$ cat config.mk
export PLATFORM = sky130hd
export DESIGN_NAME = seq_divider_ctrl
export DESIGN_NICKNAME = d
export VERILOG_FILES = /design/src/rtl/seq_divider_ctrl.sv
export SDC_FILE = /design/constraint.sdc
export NUM_CORES = 1
export LEC_CHECK = 0
export BUFFER_PORTS_ARGS = -buffer_cell sky130_fd_sc_hd__buf_2
export CELL_PAD_IN_SITES_DETAIL_PLACEMENT = 0
export CELL_PAD_IN_SITES_GLOBAL_PLACEMENT = 1
export CORE_MARGIN = 5
export CORE_UTILIZATION = 44
export CTS_BUF_LIST = sky130_fd_sc_hd__clkbuf_16
export DETAILED_ROUTE_END_ITERATION = 6
export GPL_ROUTABILITY_DRIVEN = 1
export PLACE_DENSITY_LB_ADDON = 0.15
export SKIP_CTS_REPAIR_TIMING = 1
export SLEW_MARGIN = 20
export SYNTH_ARGS = -nofsm -noshare
export SYNTH_HDL_FRONTEND = slang
export SYNTH_SLANG_ARGS = --single-unit
$ cat constraint.sdc
create_clock -name CLK -period 3.2 [get_ports CLK]
set_input_delay 0.32 -clock CLK [delete_from_list [all_inputs] [get_ports CLK]]
set_output_delay 0.32 -clock CLK [all_outputs]
set_load 0.02 [all_outputs]
$ cat src/rtl/seq_divider_ctrl.sv
// ----------------------------------------------------------------------------
// seq_divider_ctrl
//
// Sequential restoring divider. It divides a 2N-bit dividend by an N-bit
// divisor and produces one quotient bit per clock. It also handles:
//   - input checking (divide-by-zero, quotient overflow),
//   - a runtime choice of signed or unsigned operands,
//   - sign fix-up of the quotient and remainder,
//   - a Start/Ready handshake.
//
// Parameters:
//   N   divisor / quotient / remainder width (dividend is 2N bits), N >= 2
//   CW  iteration counter width, 2**CW must exceed N
//
// Ports:
//   CLK         clock, all state changes on the rising edge
//   RST         synchronous active-high reset; aborts any operation
//   Start       request, sampled only in IDLE
//   SignedMode  1 = two's-complement operands, 0 = unsigned; sampled with Start
//   Dividend    2N-bit dividend, sampled with Start
//   Divisor     N-bit divisor, sampled with Start
//   Quotient    N-bit result quotient
//   Remainder   N-bit result remainder (takes the sign of the dividend)
//   Busy        high in every state except IDLE
//   Ready       one-cycle pulse when results and flags are valid
//   DivByZero   divisor was zero
//   Overflow    quotient does not fit N bits (unsigned) or the N-bit signed
//               range (signed)
//
// Sequence:
//   IDLE -> LOAD -> RUN (N cycles) -> FIX -> DONE -> IDLE
//   Error path: IDLE -> LOAD -> DONE -> IDLE
// ----------------------------------------------------------------------------
module seq_divider_ctrl #(
    parameter int N  = 5,
    parameter int CW = 3
) (
    input  logic             CLK,
    input  logic             RST,
    input  logic             Start,
    input  logic             SignedMode,
    input  logic [2*N-1:0]   Dividend,
    input  logic [N-1:0]     Divisor,
    output logic [N-1:0]     Quotient,
    output logic [N-1:0]     Remainder,
    output logic             Busy,
    output logic             Ready,
    output logic             DivByZero,
    output logic             Overflow
);

    // ------------------------------------------------------------------
    // State encoding
    // ------------------------------------------------------------------
    localparam logic [2:0] S_IDLE = 3'd0;
    localparam logic [2:0] S_LOAD = 3'd1;
    localparam logic [2:0] S_RUN  = 3'd2;
    localparam logic [2:0] S_FIX  = 3'd3;
    localparam logic [2:0] S_DONE = 3'd4;

    // Largest quotient magnitudes that are representable in N signed bits
    localparam logic [N-1:0] QMAX_POS = {1'b0, {(N-1){1'b1}}};  // 2^(N-1)-1
    localparam logic [N-1:0] QMAX_NEG = {1'b1, {(N-1){1'b0}}};  // 2^(N-1)

    // ------------------------------------------------------------------
    // Registers
    // ------------------------------------------------------------------
    logic [2:0]     state;
    logic [CW-1:0]  cnt;

    logic           mode_q;     // latched SignedMode
    logic [2*N-1:0] dvd_q;      // latched Dividend
    logic [N-1:0]   dvs_q;      // latched Divisor

    logic           qsign;      // quotient must be negated in FIX
    logic           rsign;      // remainder must be negated in FIX
    logic [N-1:0]   dvs_mag;    // divisor magnitude used during RUN

    logic [N:0]     prem;       // partial remainder, one guard bit
    logic [N-1:0]   sreg;       // low dividend bits shifting out, quotient in

    // ------------------------------------------------------------------
    // Combinational datapath
    // ------------------------------------------------------------------
    logic [2*N-1:0] dvd_mag_c;
    logic [N-1:0]   dvs_mag_c;
    logic [N-1:0]   dvd_hi;
    logic [N-1:0]   dvd_lo;

    logic [N+1:0]   rem_sh;     // {prem, sreg} shifted left by one, upper part
    logic [N+1:0]   trial;      // trial subtraction result
    logic           trial_neg;  // trial went negative: restore

    logic [N-1:0]   q_neg;
    logic [N-1:0]   r_neg;
    logic           fix_ovf;

    always_comb begin
        // Magnitudes. In unsigned mode the operands pass through unchanged.
        // For the most negative values the negation wraps to the same bit
        // pattern, which is the correct unsigned magnitude.
        dvd_mag_c = dvd_q;
        dvs_mag_c = dvs_q;
        if (mode_q && dvd_q[2*N-1]) begin
            dvd_mag_c = -dvd_q;
        end
        if (mode_q && dvs_q[N-1]) begin
            dvs_mag_c = -dvs_q;
        end
        dvd_hi = dvd_mag_c[2*N-1:N];
        dvd_lo = dvd_mag_c[N-1:0];
    end

    always_comb begin
        // One restoring step. The extra top bit makes the sign of the trial
        // subtraction directly visible.
        rem_sh    = {prem, sreg[N-1]};
        trial     = rem_sh - {2'b00, dvs_mag};
        trial_neg = trial[N+1];
    end

    always_comb begin
        q_neg   = -sreg;
        r_neg   = -prem[N-1:0];
        // A quotient magnitude of 2^(N-1) is only representable when the
        // quotient is negative.
        fix_ovf = 1'b0;
        if (mode_q) begin
            if (qsign) begin
                fix_ovf = (sreg > QMAX_NEG);
            end else begin
                fix_ovf = (sreg > QMAX_POS);
            end
        end
    end

    // ------------------------------------------------------------------
    // Status outputs (decoded from the state)
    // ------------------------------------------------------------------
    assign Busy  = (state != S_IDLE);
    assign Ready = (state == S_DONE);

    // ------------------------------------------------------------------
    // Control and datapath sequencing
    // ------------------------------------------------------------------
    always_ff @(posedge CLK) begin
        if (RST) begin
            state     <= S_IDLE;
            cnt       <= '0;
            mode_q    <= 1'b0;
            dvd_q     <= '0;
            dvs_q     <= '0;
            qsign     <= 1'b0;
            rsign     <= 1'b0;
            dvs_mag   <= '0;
            prem      <= '0;
            sreg      <= '0;
            Quotient  <= '0;
            Remainder <= '0;
            DivByZero <= 1'b0;
            Overflow  <= 1'b0;
        end else begin
            case (state)
                S_IDLE: begin
                    if (Start) begin
                        dvd_q     <= Dividend;
                        dvs_q     <= Divisor;
                        mode_q    <= SignedMode;
                        DivByZero <= 1'b0;
                        Overflow  <= 1'b0;
                        state     <= S_LOAD;
                    end
                end

                S_LOAD: begin
                    // Signs only matter in signed mode, so unsigned results
                    // pass through FIX untouched.
                    qsign   <= mode_q & (dvd_q[2*N-1] ^ dvs_q[N-1]);
                    rsign   <= mode_q & dvd_q[2*N-1];
                    dvs_mag <= dvs_mag_c;
                    if (dvs_q == '0) begin
                        DivByZero <= 1'b1;
                        Quotient  <= '0;
                        Remainder <= '0;
                        state     <= S_DONE;
                    end else if (dvd_hi >= dvs_mag_c) begin
                        // Quotient magnitude would need more than N bits.
                        Overflow  <= 1'b1;
                        Quotient  <= '0;
                        Remainder <= '0;
                        state     <= S_DONE;
                    end else begin
                        prem  <= {1'b0, dvd_hi};
                        sreg  <= dvd_lo;
                        cnt   <= CW'(N);
                        state <= S_RUN;
                    end
                end

                S_RUN: begin
                    if (trial_neg) begin
                        prem <= rem_sh[N:0];
                    end else begin
                        prem <= trial[N:0];
                    end
                    sreg <= {sreg[N-2:0], ~trial_neg};
                    cnt  <= cnt - 1'b1;
                    if (cnt == CW'(1)) begin
                        state <= S_FIX;
                    end
                end

                S_FIX: begin
                    Quotient  <= qsign ? q_neg : sreg;
                    Remainder <= rsign ? r_neg : prem[N-1:0];
                    Overflow  <= fix_ovf;
                    state     <= S_DONE;
                end

                S_DONE: begin
                    state <= S_IDLE;
                end

                default: begin
                    state <= S_IDLE;
                end
            endcase
        end
    end

endmodule
# [Word level (Yosys, flattened, before mapping)]
# Index checks and enable logic that the tools add are counted.
[word_totals] register_bits=52 word_cells=85 inputBits=19 output_inout_bits=14
[classes] mux=31 add_sub_neg=6 bitwise_logic=4 n_eq_ne=12 reduce_logical=15 order_cmp=3
[ops] operator="$mux 5" count=7
[ops] operator="$pmux 5 s2" count=3
[ops] operator="$mux 3" count=6
[ops] operator="$mux 6" count=3
[ops] operator="$neg 5->5" count=3
[ops] operator="$ne 2x2->1 const B" count=6
[ops] operator="$pmux 3 s4" count=1
[ops] operator="$pmux 6 s2" count=1
[ops] operator="$mux 10" count=1
[ops] operator="$neg 10->10" count=1
[ops] operator="$sub 7x5->7" count=1
[ops] operator="$eq 3x1->1 const B" count=2
[ops] operator="$eq 3x2->1 const B" count=2
[ops] operator="$mux 1" count=6
[ops] operator="$pmux 3 s2" count=1
[ops] operator="$reduce_and 2->1" count=3
[ops] operator="$reduce_and 3->1" count=2
[ops] operator="$reduce_bool 2->1" count=3
[ops] operator="$reduce_bool 3->1" count=2
[ops] operator="$ge 5x5->1" count=1
[ops] operator="$gt 5x4->1 const B" count=1
[ops] operator="$gt 5x5->1 const B" count=1
[ops] operator="$logic_not 5->1" count=1
[ops] operator="$reduce_and 4->1" count=1
[ops] operator="10 further kinds" count=12

# [Depth between registers and ports, before layout]
# Gate-level depths: netlist of the first run.
[depth] depth_word=6 depth_mapped=12 ltp_nobuf=12

# [Worst setup path after synthesis of the first run]
# No wires, ideal clock.
[synth_path] path_kind="flip-flop to flip-flop" startpoint="register dvd_q[2]" endpoint="register sreg[2]" t_arrival_ps=2635 synth_period_minus_slack_ps=2768 path_buffers=0 path_stages_with_launch=11 setup_slack_ps=432 t_required_ps=3068 setup_time_ps=132 path_cell_list="dfxtp_1 -> nor4_1 -> a31oi_1 -> xor2_1 -> ha_1 -> a21o_1 -> a2111oi_4 -> o21ai_2 -> or3b_1 -> o211ai_2 -> a21oi_1"
[synth_via] elab_chain_len=5 word_cells_on_any_way=8 cone_classes="1 x add/sub; 1 x order compare; 1 x eq/ne; 4 x mux; 1 x reduce/logical"
[synth_rtl] element="start, declared" line="72" source="logic [2*N-1:0] dvd_q;"
[synth_rtl] element="start signal, assigned" line="166" source="dvd_q <= Dividend;"
[synth_rtl] element="$neg 10->10" line="105" source="dvd_mag_c = -dvd_q;"
[synth_rtl] element="$mux 10 (*)" line="104" source="if (mode_q && dvd_q[2*N-1]) begin"
[synth_rtl] element="$ge 5x5->1 / $mux 5 (equally long branches)" line="186" source="end else if (dvd_hi >= dvs_mag_c) begin"
[synth_rtl] element="$ne 2x2->1 (no line) / $mux 5 (equally long branches)"
[synth_rtl] element="$reduce_and 3->1 (no line) / $pmux 5 s2 (equally long branches)"
[synth_rtl] element="end signal, assigned" line="194" source="sreg <= dvd_lo;"
[synth_rtl] element="end signal, assigned" line="206" source="sreg <= {sreg[N-2:0], ~trial_neg};"
[synth_rtl] element="end, declared" line="80" source="logic [N-1:0] sreg;"
# Every way passes the cells marked *; elsewhere a longest branch is shown, timed or not. The select of a mux whose other input is x is not followed.
# A chain may end at the register's enable or synchronous reset.

# [Worst setup path in the final report of the first run]
[layout_path] startpoint="register dvs_q[0]" endpoint="register sreg[2]"
[layout_via] elab_chain_len=5 word_cells_on_any_way=7 cone_classes="1 x add/sub; 1 x order compare; 2 x eq/ne; 1 x mux; 2 x reduce/logical"
[layout_rtl] element="start, declared" line="73" source="logic [N-1:0] dvs_q;"
[layout_rtl] element="start signal, assigned" line="167" source="dvs_q <= Divisor;"
[layout_rtl] element="$neg 5->5" line="108" source="dvs_mag_c = -dvs_q;"
[layout_rtl] element="$mux 5" line="107" source="if (mode_q && dvs_q[N-1]) begin"
[layout_rtl] element="$ge 5x5->1" line="186"
[layout_rtl] element="$ne 2x2->1 (no line)"
[layout_rtl] element="$reduce_and 3->1 (no line) (*)"
# Every way passes the cells marked *; elsewhere a longest branch is shown, timed or not.

==> metrics.md, run 1 <==
| Metric | Value |
|---|---|
| Status | finished, final reports clean |
| Clk sinks | 52 |
| Post-layout min period | 3.00 ns |
| RSZ-0062 raised after global routing | false |
| Fin area | 3310 um^2 |
| CTS Root Cell | clkbuf_16 |
| Worst EP required | 3.34 ns |
| Routed len/inst | 14.2 um |
| Initial Util | 45.7% |
| Post-DRT Antenna Nets | 0 |
| Vias per inst | 5.35 |
| Top_reg_cell synth | dfxtp_1 |
| Synth Cell Area | 2940 um^2 |
| CP max-delay cell | dfxtp_1 |
| Clock-pin slew on the worst setup and hold paths | 0.07 ns |
| # IOs | 33 |
| Reg2Reg Depth | 11 |
| Clock Skew | 0.00360 ns |
| Placed cell area | 3140 um^2 |
| Final hold vios | 0 |
| Hold Worst Slack | 0.255 ns |
| Register area share after synthesis | 35.4% |
| Crit. Startpoint | dvs_q[0] |
| Inserted Diodes | 0 |
| Crit path max-delay family | compound AO/OA/AOI/OAI gates |
| CTS tree | done |
| CTS Buf Count | 5 |
| Core Rows | 29 |
| DRT Pass-1 Iters | 4 |
| CP max FO | 7 |
| Leak pwr | 1.34 nW |
| Die ar. | 8410 um^2 |
| Global route overflow | 0 |
| YS warnings | 0 |
| Synthesized net count | 401 |
| Worst path most repeated cell | ha_1 |
| FF-to-FF Start | dvs_q[0] |
| Vias in the first global route | 2338 |
| DR iter-0 viols | 136 |
| Placed Cells | 457 |
| Pins over their slew limit | 0 |
| Gpl congestion | 0.807 |
| Share of cells above drive strength 1 | 14.2% |
| DRC | 0 |
| CP Cell Sequence | inv_1 -> ha_1 -> nor3b_1 -> ha_1 -> o21ai_0 -> ha_1 -> a2111oi_4 -> o21ai_2 -> or3b_1 -> o211ai_2 -> a21oi_1 |
| CORE AREA | 6420 um^2 |
| Relative max-transition margin | 44.9% |
| Setup TNS | 0 ns |
| Clock Path Buffers | 2 |
| # port buffers | 32 |
| Area delta synth->final | 12.8% |
| Final setup viols | 0 |
| Number of max-cap violations | 0 |
| Final HPWL DP | 4940 um |
| Htree depth | 2 |
| CP Buf/Inv Count | 1 |
| Nets | 426 |
| F_max | 0.333 GHz |
| Routed WL | 6610 um |
| CP endpoint | sreg[2] |
| Netlist cell types | 52 |
| PD cells | 513 nW/um^2 |
| Fin cells | 465 |
| Type of the worst setup path | register to register |
| Worst-margin pin slew | 0.826 ns |
| Ys async rst share | 0% |
| Clock Latency Late Sink | 0.29 ns |
| Critical Path Stages | 11 |
| Initial antenna violation count | 0 |
| Die width | 91.7 um |
| Die Y | 91.7 um |
| Element type at the critical path end | register |
| Flop2flop setup slack | 0.20 ns |
| Max VDD drop | 216 uV |
| Post-Syn Instances | 362 |
| Crit share post-route | 93.8% |
| Syn Area/Cell | 8.12 um^2 |
| Via count | 2489 |
| Peak per-stage delay on the critical path | 0.44 ns |
| Crit path launch type | register |
| R2R Path End | sreg[2] |
| WP data arrival | 3.14 ns |
| First-pass GRT wire length | 11500 um |
| Post-synth EDFFs | 0 |
| GRT Util Overall | 16.4% |
| Hold crit path type | input pin to register |
| Largest net degree at the start of global routing | 47 |
| #FFs+latches synth | 52 |
==> how the worst min path moves through the flow <==
stage                       startpoint            to  slack [ns]  cells past startpoint
after floorplan             dvs_mag[0]    dvs_mag[0]        0.44                      2
after global placement    Remainder[1]  Remainder[1]        0.45                      1
after detailed placement   Quotient[1]   Quotient[1]        0.44                      1
after CTS                  Dividend[5]      dvd_q[5]        0.25                      3
after global routing       Dividend[3]      dvd_q[3]        0.26                      3
final                      Dividend[2]      dvd_q[2]        0.25                      3
==> worst reg2reg max path, stage by stage (launching register included) <==
cell and delay, ns:
dfxtp_1 0.44, inv_1 0.08, ha_1 0.20, nor3b_1 0.15
ha_1 0.26, o21ai_0 0.31, ha_1 0.35, a2111oi_4 0.32
o21ai_2 0.18, or3b_1 0.39, o211ai_2 0.08, a21oi_1 0.09
==> logic make-up after synthesis <==
group | count (synthesis) | share of synthesized area [%]
and+or+nand+nor | 131 | 20.2
AOI/OAI and AO/OA | 92 | 21.2
buffers and inverters | 39 | 5.45
xor gates and xnor gates | 17 | 5.07
adders and majority gates | 20 | 8.77
muxes | 11 | 3.83
DFF | 52 | 35.4
==> sequential cells by signal (all words and copies together), names as in the netlist <==
signal	count
dvs_q	5
Remainder	5
state	3
qsign	1
sreg	5
rsign	1
mode_q	1
Quotient	5
prem	6
dvs_mag	5
dvd_q	10
DivByZero	1
Overflow	1
cnt	3
==> synthesized netlist by cell type, types with 2 or more instances <==
library cell | count | share of area (%)
a31oi_1 | 7 | 1.5
o311ai_0 | 2 | 0.60
buf_2 | 4 | 0.68
nor2b_1 | 2 | 0.43
a211oi_1 | 5 | 1.3
nor4_1 | 3 | 0.64
nand2_1 | 63 | 8.0
a21o_1 | 2 | 0.51
nand2b_1 | 7 | 1.5
clkbuf_1 | 12 | 1.5
dfxtp_1 | 52 | 35
mux2_2 | 2 | 0.77
o2bb2ai_1 | 3 | 0.89
xor2_1 | 9 | 2.7
mux2i_1 | 9 | 3.1
xnor2_1 | 8 | 2.4
a21oi_1 | 40 | 6.8
nor3b_1 | 2 | 0.51
ha_1 | 19 | 8.1
nand3_1 | 6 | 1.0
nor3_1 | 9 | 1.5
o31ai_1 | 2 | 0.51
o21ai_0 | 6 | 1.0
a311oi_1 | 2 | 0.60
o211ai_1 | 5 | 1.3
inv_1 | 21 | 2.7
nor2_1 | 28 | 3.6
a22o_1 | 7 | 2.1
and2_1 | 2 | 0.43
==> per-layer routing <==
metal  wire (um)  up-vias  track usage [%]
met5           0        -                0
met4          56        0             4.08
met3         256        4             3.11
met2        2950       46             25.9
met1        3350     1124             23.1
li1            -     1315                -
==> power breakdown <==
group	switching, W	total (W)	internal (W)
sequential	0.0000433	0.000726	0.000683
clock	0.000252	0.000624	0.000372
combinational	0.000203	0.000351	0.000148
==> cell type report <==
class | instances | area [um^2]
clock inverter | 3 | 46.3
timing repair buffer | 36 | 190
clock buffer | 5 | 125
fill | 649 | 3110
tap | 77 | 96.3
sequential | 52 | 1040
multi-input combinational | 271 | 1740
inverter | 21 | 78.8
==> layout by cell type, fill, tap and decap left out, types with 2 or more instances in the layout <==
cell type	Yosys	routed
mux2i_1	9	9
dfxtp_1	52	52
xnor2_1	8	8
mux2_2	2	2
buf_2	4	32
a21o_1	2	2
clkbuf_16	0	5
nand2_1	63	63
nor4_1	3	3
a21oi_1	40	40
a31oi_1	7	7
nor2_1	28	28
a311oi_1	2	2
and2_1	2	2
xor2_1	9	9
nor3b_1	2	2
nand2b_1	7	7
nor2b_1	2	2
nand3_1	6	6
a22o_1	7	7
o21ai_0	6	6
o2bb2ai_1	3	3
buf_4	0	4
a211oi_1	5	5
ha_1	19	19
inv_1	21	21
nor3_1	9	9
o31ai_1	2	2
o211ai_1	5	5
o311ai_0	2	2
==> through the flow <==
step           total power [W]  utilization, %  setup WS (ns)
2_1_floorplan          0.00101               -          0.432
3_3_place_gp           0.00109            48.9          0.313
3_5_place_dp           0.00109            48.9          0.242
4_1_cts                0.00171            51.6          0.219
5_1_grt                0.00179            51.6         0.0520
6_report               0.00170            51.6          0.198
(Power assumes the default switching activity.)
==> run 2: changes to the inputs <==
PLACE_DENSITY_LB_ADDON = 0.1   (was 0.15)
==> metrics.md, run 2 (synthesized netlist as in run 1, its figures left out) <==
| Metric | Value |
|---|---|
| Clk sinks | 52 |
| Clock Latency Late Sink | 0.29 ns |
| CP max FO | 7 |
| Largest net degree at the start of global routing | 47 |
| CTS tree | done |
| CTS Buf Count | 5 |
| Share of cells above drive strength 1 | 13.9% |
| Die width | 91.7 um |
| Fin cells | 465 |
| Leak pwr | 1.35 nW |
| CORE AREA | 6420 um^2 |
| Pre-CTS setup slack | 0.189 ns |
| Commonest non-fill, non-tap cells in the layout | 63 x nand2_1, 52 x dfxtp_1, 40 x a21oi_1, 32 x buf_2, 28 x nor2_1 |
| Number of max-cap violations | 0 |
| Crit path launch type | register |
| DRT Pass-1 Iters | 4 |
| Setup TNS | 0 ns |
| Worst EP required | 3.34 ns |
| # port buffers | 32 |
| Core Rows | 29 |
| WP data arrival | 3.15 ns |
| Pins over their slew limit | 0 |
| Hold crit path type | input pin to register |
| Relative max-transition margin | 41.5% |
| PD cells | 510 nW/um^2 |
| Clock Skew | 0.00746 ns |
| Final HPWL DP | 5020 um |
| Nets | 426 |
| Die ar. | 8410 um^2 |
| Registers with the most flip-flops | dvd_q x10, prem x6 |
| Initial Util | 45.7% |
| Gpl congestion | 0.789 |
| Vias per inst | 5.41 |
| Final setup viols | 0 |
| Final hold vios | 0 |
| Area delta synth->final | 12.7% |
| PnR worst setup slack | 0.190 ns |
| # IOs | 33 |
| Status | finished, final reports clean |
| Element type at the critical path end | register |
| Flop2flop setup slack | 0.19 ns |
| Initial antenna violation count | 0 |
| Fin area | 3310 um^2 |
| Crit share post-route | 94.1% |
| CTS Root Cell | clkbuf_16 |
| Global route overflow | 0 |
| First-pass GRT wire length | 11600 um |
| Type of the worst setup path | register to register |
| GRT Util Overall | 16.8% |
| Post-layout min period | 3.01 ns |
| DRC | 0 |
| Routed WL | 6710 um |
| Max VDD drop | 319 uV |
| Via count | 2516 |
| Htree depth | 2 |
| Die Y | 91.7 um |
| Post-DRT Antenna Nets | 0 |
| Routed len/inst | 14.4 um |
| Placed cell area | 3140 um^2 |
| Largest Register | dvd_q |
| Placed Cells | 457 |
| Clock Path Buffers | 2 |
| Commonest non-fill, non-tap cell in the layout | nand2_1 |
| F_max | 0.332 GHz |
| RSZ-0062 raised after global routing | false |
| Inserted Diodes | 0 |
| DR iter-0 viols | 118 |
| Clock-pin slew on the worst setup and hold paths | 0.07 ns |
| Worst-margin pin slew | 0.871 ns |
| Final core occ | 51.5% |
| Vias in the first global route | 2324 |
| Max reg flops | 10 |
-- run 2: changes by cell type in the layout (fill, tap and decap cells not counted), sizes merged --
cell,delta
inv,-1
clkinvlp,-1
clkinv,+2
-- run 2: per-stage QoR --
stage	total power [W]	hold WS (ns)
3_3_place_gp	0.00109	0.448
3_5_place_dp	0.00110	0.444
6_report	0.00169	0.255
4_1_cts	0.00171	0.255
5_1_grt	0.00178	0.264
2_1_floorplan	0.00101	0.441
-- run 2: where the power goes --
part	switching (W)	internal, W
combinational	0.000203	0.000148
sequential	0.0000441	0.000683
clock	0.000244	0.000368
-- run 2: area by class of cell --
cell class	count	area (um^2)
clock buffer	5	125
clock inverter	3	42.5
fill	635	3110
inverter	21	78.8
multi-input combinational	271	1740
sequential	52	1040
tap	77	96.3
timing repair buffer	36	190
-- run 2: final timing paths --
check                           depth (start not counted)   startpoint          end
worst max-delay path                                   11     dvs_q[0]      sreg[2]
worst min register to register                          1  Quotient[4]  Quotient[4]
worst max register to register                         11     dvs_q[0]      sreg[2]
worst min-delay path                                    3  Dividend[2]     dvd_q[2]
-- run 2: critical path: stages, from the launching register on --
cell and delay (ns):
dfxtp_1 0.44, inv_1 0.07, ha_1 0.19, nor3b_1 0.14, ha_1 0.26, o21ai_0 0.34
ha_1 0.35, a2111oi_4 0.33, o21ai_2 0.18, or3b_1 0.39, o211ai_2 0.08, a21oi_1 0.08
-- run 2: layer usage --
layer  GRT usage, %  share of wire (%)  routed length (um)
met3           3.19                3.6                 241
met5              0                  0                   0
met4           4.21                1.1                  72
met1           23.5                 50                3380
met2           26.6                 45                3010
==> run 3: changes to the inputs <==
CORE_MARGIN = unset   (was 5)
REMOVE_ABC_BUFFERS = 1   (was unset)
==> metrics.md, run 3 (synthesized netlist as in run 1, its figures left out) <==
| Metric | Value |
|---|---|
| Status | finished, final reports clean |
| CORE AREA | 6390 um^2 |
| Die Y | 83.7 um |
| Sequential cell area | 1040 um^2 |
| Crit. Startpoint | dvd_q[2] |
| Number of max-cap violations | 0 |
| First-pass GRT wire length | 11600 um |
| Relative max-transition margin | 44.7% |
| CTS tree | done |
| Largest Register | dvd_q |
| Reg2Reg Depth | 11 |
| CP Cell Sequence | nor4_1 -> buf_4 -> nand4b_1 -> a21boi_0 -> ha_1 -> a2111oi_4 -> o21ai_2 -> buf_4 -> nand2_1 -> a2bb2oi_1 -> a21oi_1 |
| Type of the worst setup path | register to register |
| Peak per-stage delay on the critical path | 0.42 ns |
| CP Buf/Inv Count | 2 |
| Area taken by multi-input logic gates | 1740 um^2 |
| Pre-CTS setup slack | 0.270 ns |
| Inserted Diodes | 0 |
| DRT Pass-1 Iters | 5 |
| Routed WL | 6830 um |
| Area delta synth->final | 12.6% |
| Gpl congestion | 0.941 |
| Max VDD drop | 307 uV |
| Commonest non-fill, non-tap cell in the layout | nand2_1 |
| R2R Path End | prem[3] |
| Setup TNS | 0 ns |
| GRT Util Overall | 20.5% |
| Clock Path Buffers | 2 |
| F_max | 0.334 GHz |
| CTS Root Cell | clkbuf_16 |
| Registers with the most flip-flops | dvd_q x10, prem x6 |
| FF-to-FF Start | dvd_q[2] |
| WP data arrival | 3.17 ns |
| RSZ-0062 raised after global routing | false |
| Vias in the first global route | 2375 |
| Flop2flop setup slack | 0.20 ns |
| Htree depth | 2 |
| DR iter-0 viols | 169 |
| Post-DRT Antenna Nets | 0 |
| CP max-delay cell | nor4_1 |
| Final hold vios | 0 |
| Fin cells | 467 |
| Vias per inst | 5.46 |
| Share of cells above drive strength 1 | 14.6% |
| Post-layout min period | 3.00 ns |
| Worst path most repeated cell | buf_4 |
| Via count | 2549 |
| PD cells | 495 nW/um^2 |
| Element type at the critical path end | register |
| PnR worst setup slack | 0.202 ns |
| Core Rows | 29 |
| Clock Skew | 0.00561 ns |
| Crit path max-delay family | compound AO/OA/AOI/OAI gates |
| CP max FO | 12 |
| Initial antenna violation count | 0 |
| Final setup viols | 0 |
| Commonest non-fill, non-tap cells in the layout | 63 x nand2_1, 52 x dfxtp_1, 40 x a21oi_1, 32 x buf_2, 28 x nor2_1 |
| # IOs | 33 |
| Crit path launch type | register |
| Critical Path Stages | 11 |
| Leak pwr | 1.34 nW |
| Initial Util | 46.0% |
| Final HPWL DP | 5290 um |
| Worst-margin pin slew | 0.823 ns |
| Max reg flops | 10 |
| Routed len/inst | 14.6 um |
| Largest net degree at the start of global routing | 28 |
| Crit share post-route | 93.7% |
| Fillcell total | 657 |
| Hold crit path type | input pin to register |
| Clock-pin slew on the worst setup and hold paths | 0.07 ns |
| Placed Cells | 459 |
| Worst EP required | 3.37 ns |
| DRC | 0 |
| # port buffers | 32 |
| Global route overflow | 0 |
| Clk sinks | 52 |
| Nets | 428 |
| Die width | 83.7 um |
| CTS Buf Count | 5 |
| Die ar. | 7010 um^2 |
| CP endpoint | prem[3] |
| Pins over their slew limit | 0 |
| Clock Latency Late Sink | 0.29 ns |
## run 3: cell count changes in the layout (fill, tap and decap cells not counted)
cell,before,now
inv_6,0,2
buf_4,4,6
bufinv_16,1,0
clkinvlp_4,0,1
o21ai_0,6,5
o21ai_1,0,1
clkinv_1,1,0
clkinv_4,1,0
## run 3: layer usage
metal / up-vias / share of wire, % / global-route usage [%]
li1: 1313 / - / -
met1: 1174 / 48 / 27.6
met2: 58 / 47 / 34.3
met3: 4 / 3.9 / 3.26
met4: 0 / 0.85 / 4.78
met5: - / 0 / 0
## run 3: worst min-delay path: stages
cell     delay [ns]
buf_2          0.09
nand2_1        0.04
a21oi_1        0.05
## run 3: layout make-up
| class | count | share of cell area [%] |
|---|---|---|
| flip-flops and latches | 52 | 31.5 |
| multi-input cells | 271 | 52.5 |
| clock inverters | 3 | 0.756 |
| well taps | 77 | 2.91 |
| repair buffers | 38 | 6.20 |
| clock buffers | 5 | 3.78 |
| inverters | 21 | 2.38 |
## run 3: metrics by stage
step / hold slack (ns) / utilization, % / cell area (um^2) / total power [W]
floorplan: 0.389 / - / 2860 / 0.000993
global placement: 0.442 / 49.5 / 3160 / 0.00110
detailed placement: 0.446 / 49.5 / 3160 / 0.00110
CTS: 0.256 / 51.8 / 3310 / 0.00165
global route: 0.267 / 51.8 / 3310 / 0.00173
finish: 0.261 / 51.8 / 3310 / 0.00164
## run 3: how the worst min path moves through the flow
stage / start / end / slack (ns) / cells after the start
floorplan: RST / cnt[2] / 0.39 / 1
global placement: Quotient[1] / Quotient[1] / 0.44 / 1
detailed placement: Quotient[1] / Quotient[1] / 0.45 / 1
CTS: Divisor[3] / dvs_q[3] / 0.26 / 3
global route: Dividend[3] / dvd_q[3] / 0.27 / 3
finish: Divisor[4] / dvs_q[4] / 0.26 / 3
## run 3: power by group
part	switching, W	internal (W)	total (W)
Combinational	0.000212	0.000150	0.000362
Sequential	0.0000446	0.000683	0.000727
Clock	0.000254	0.000296	0.000550
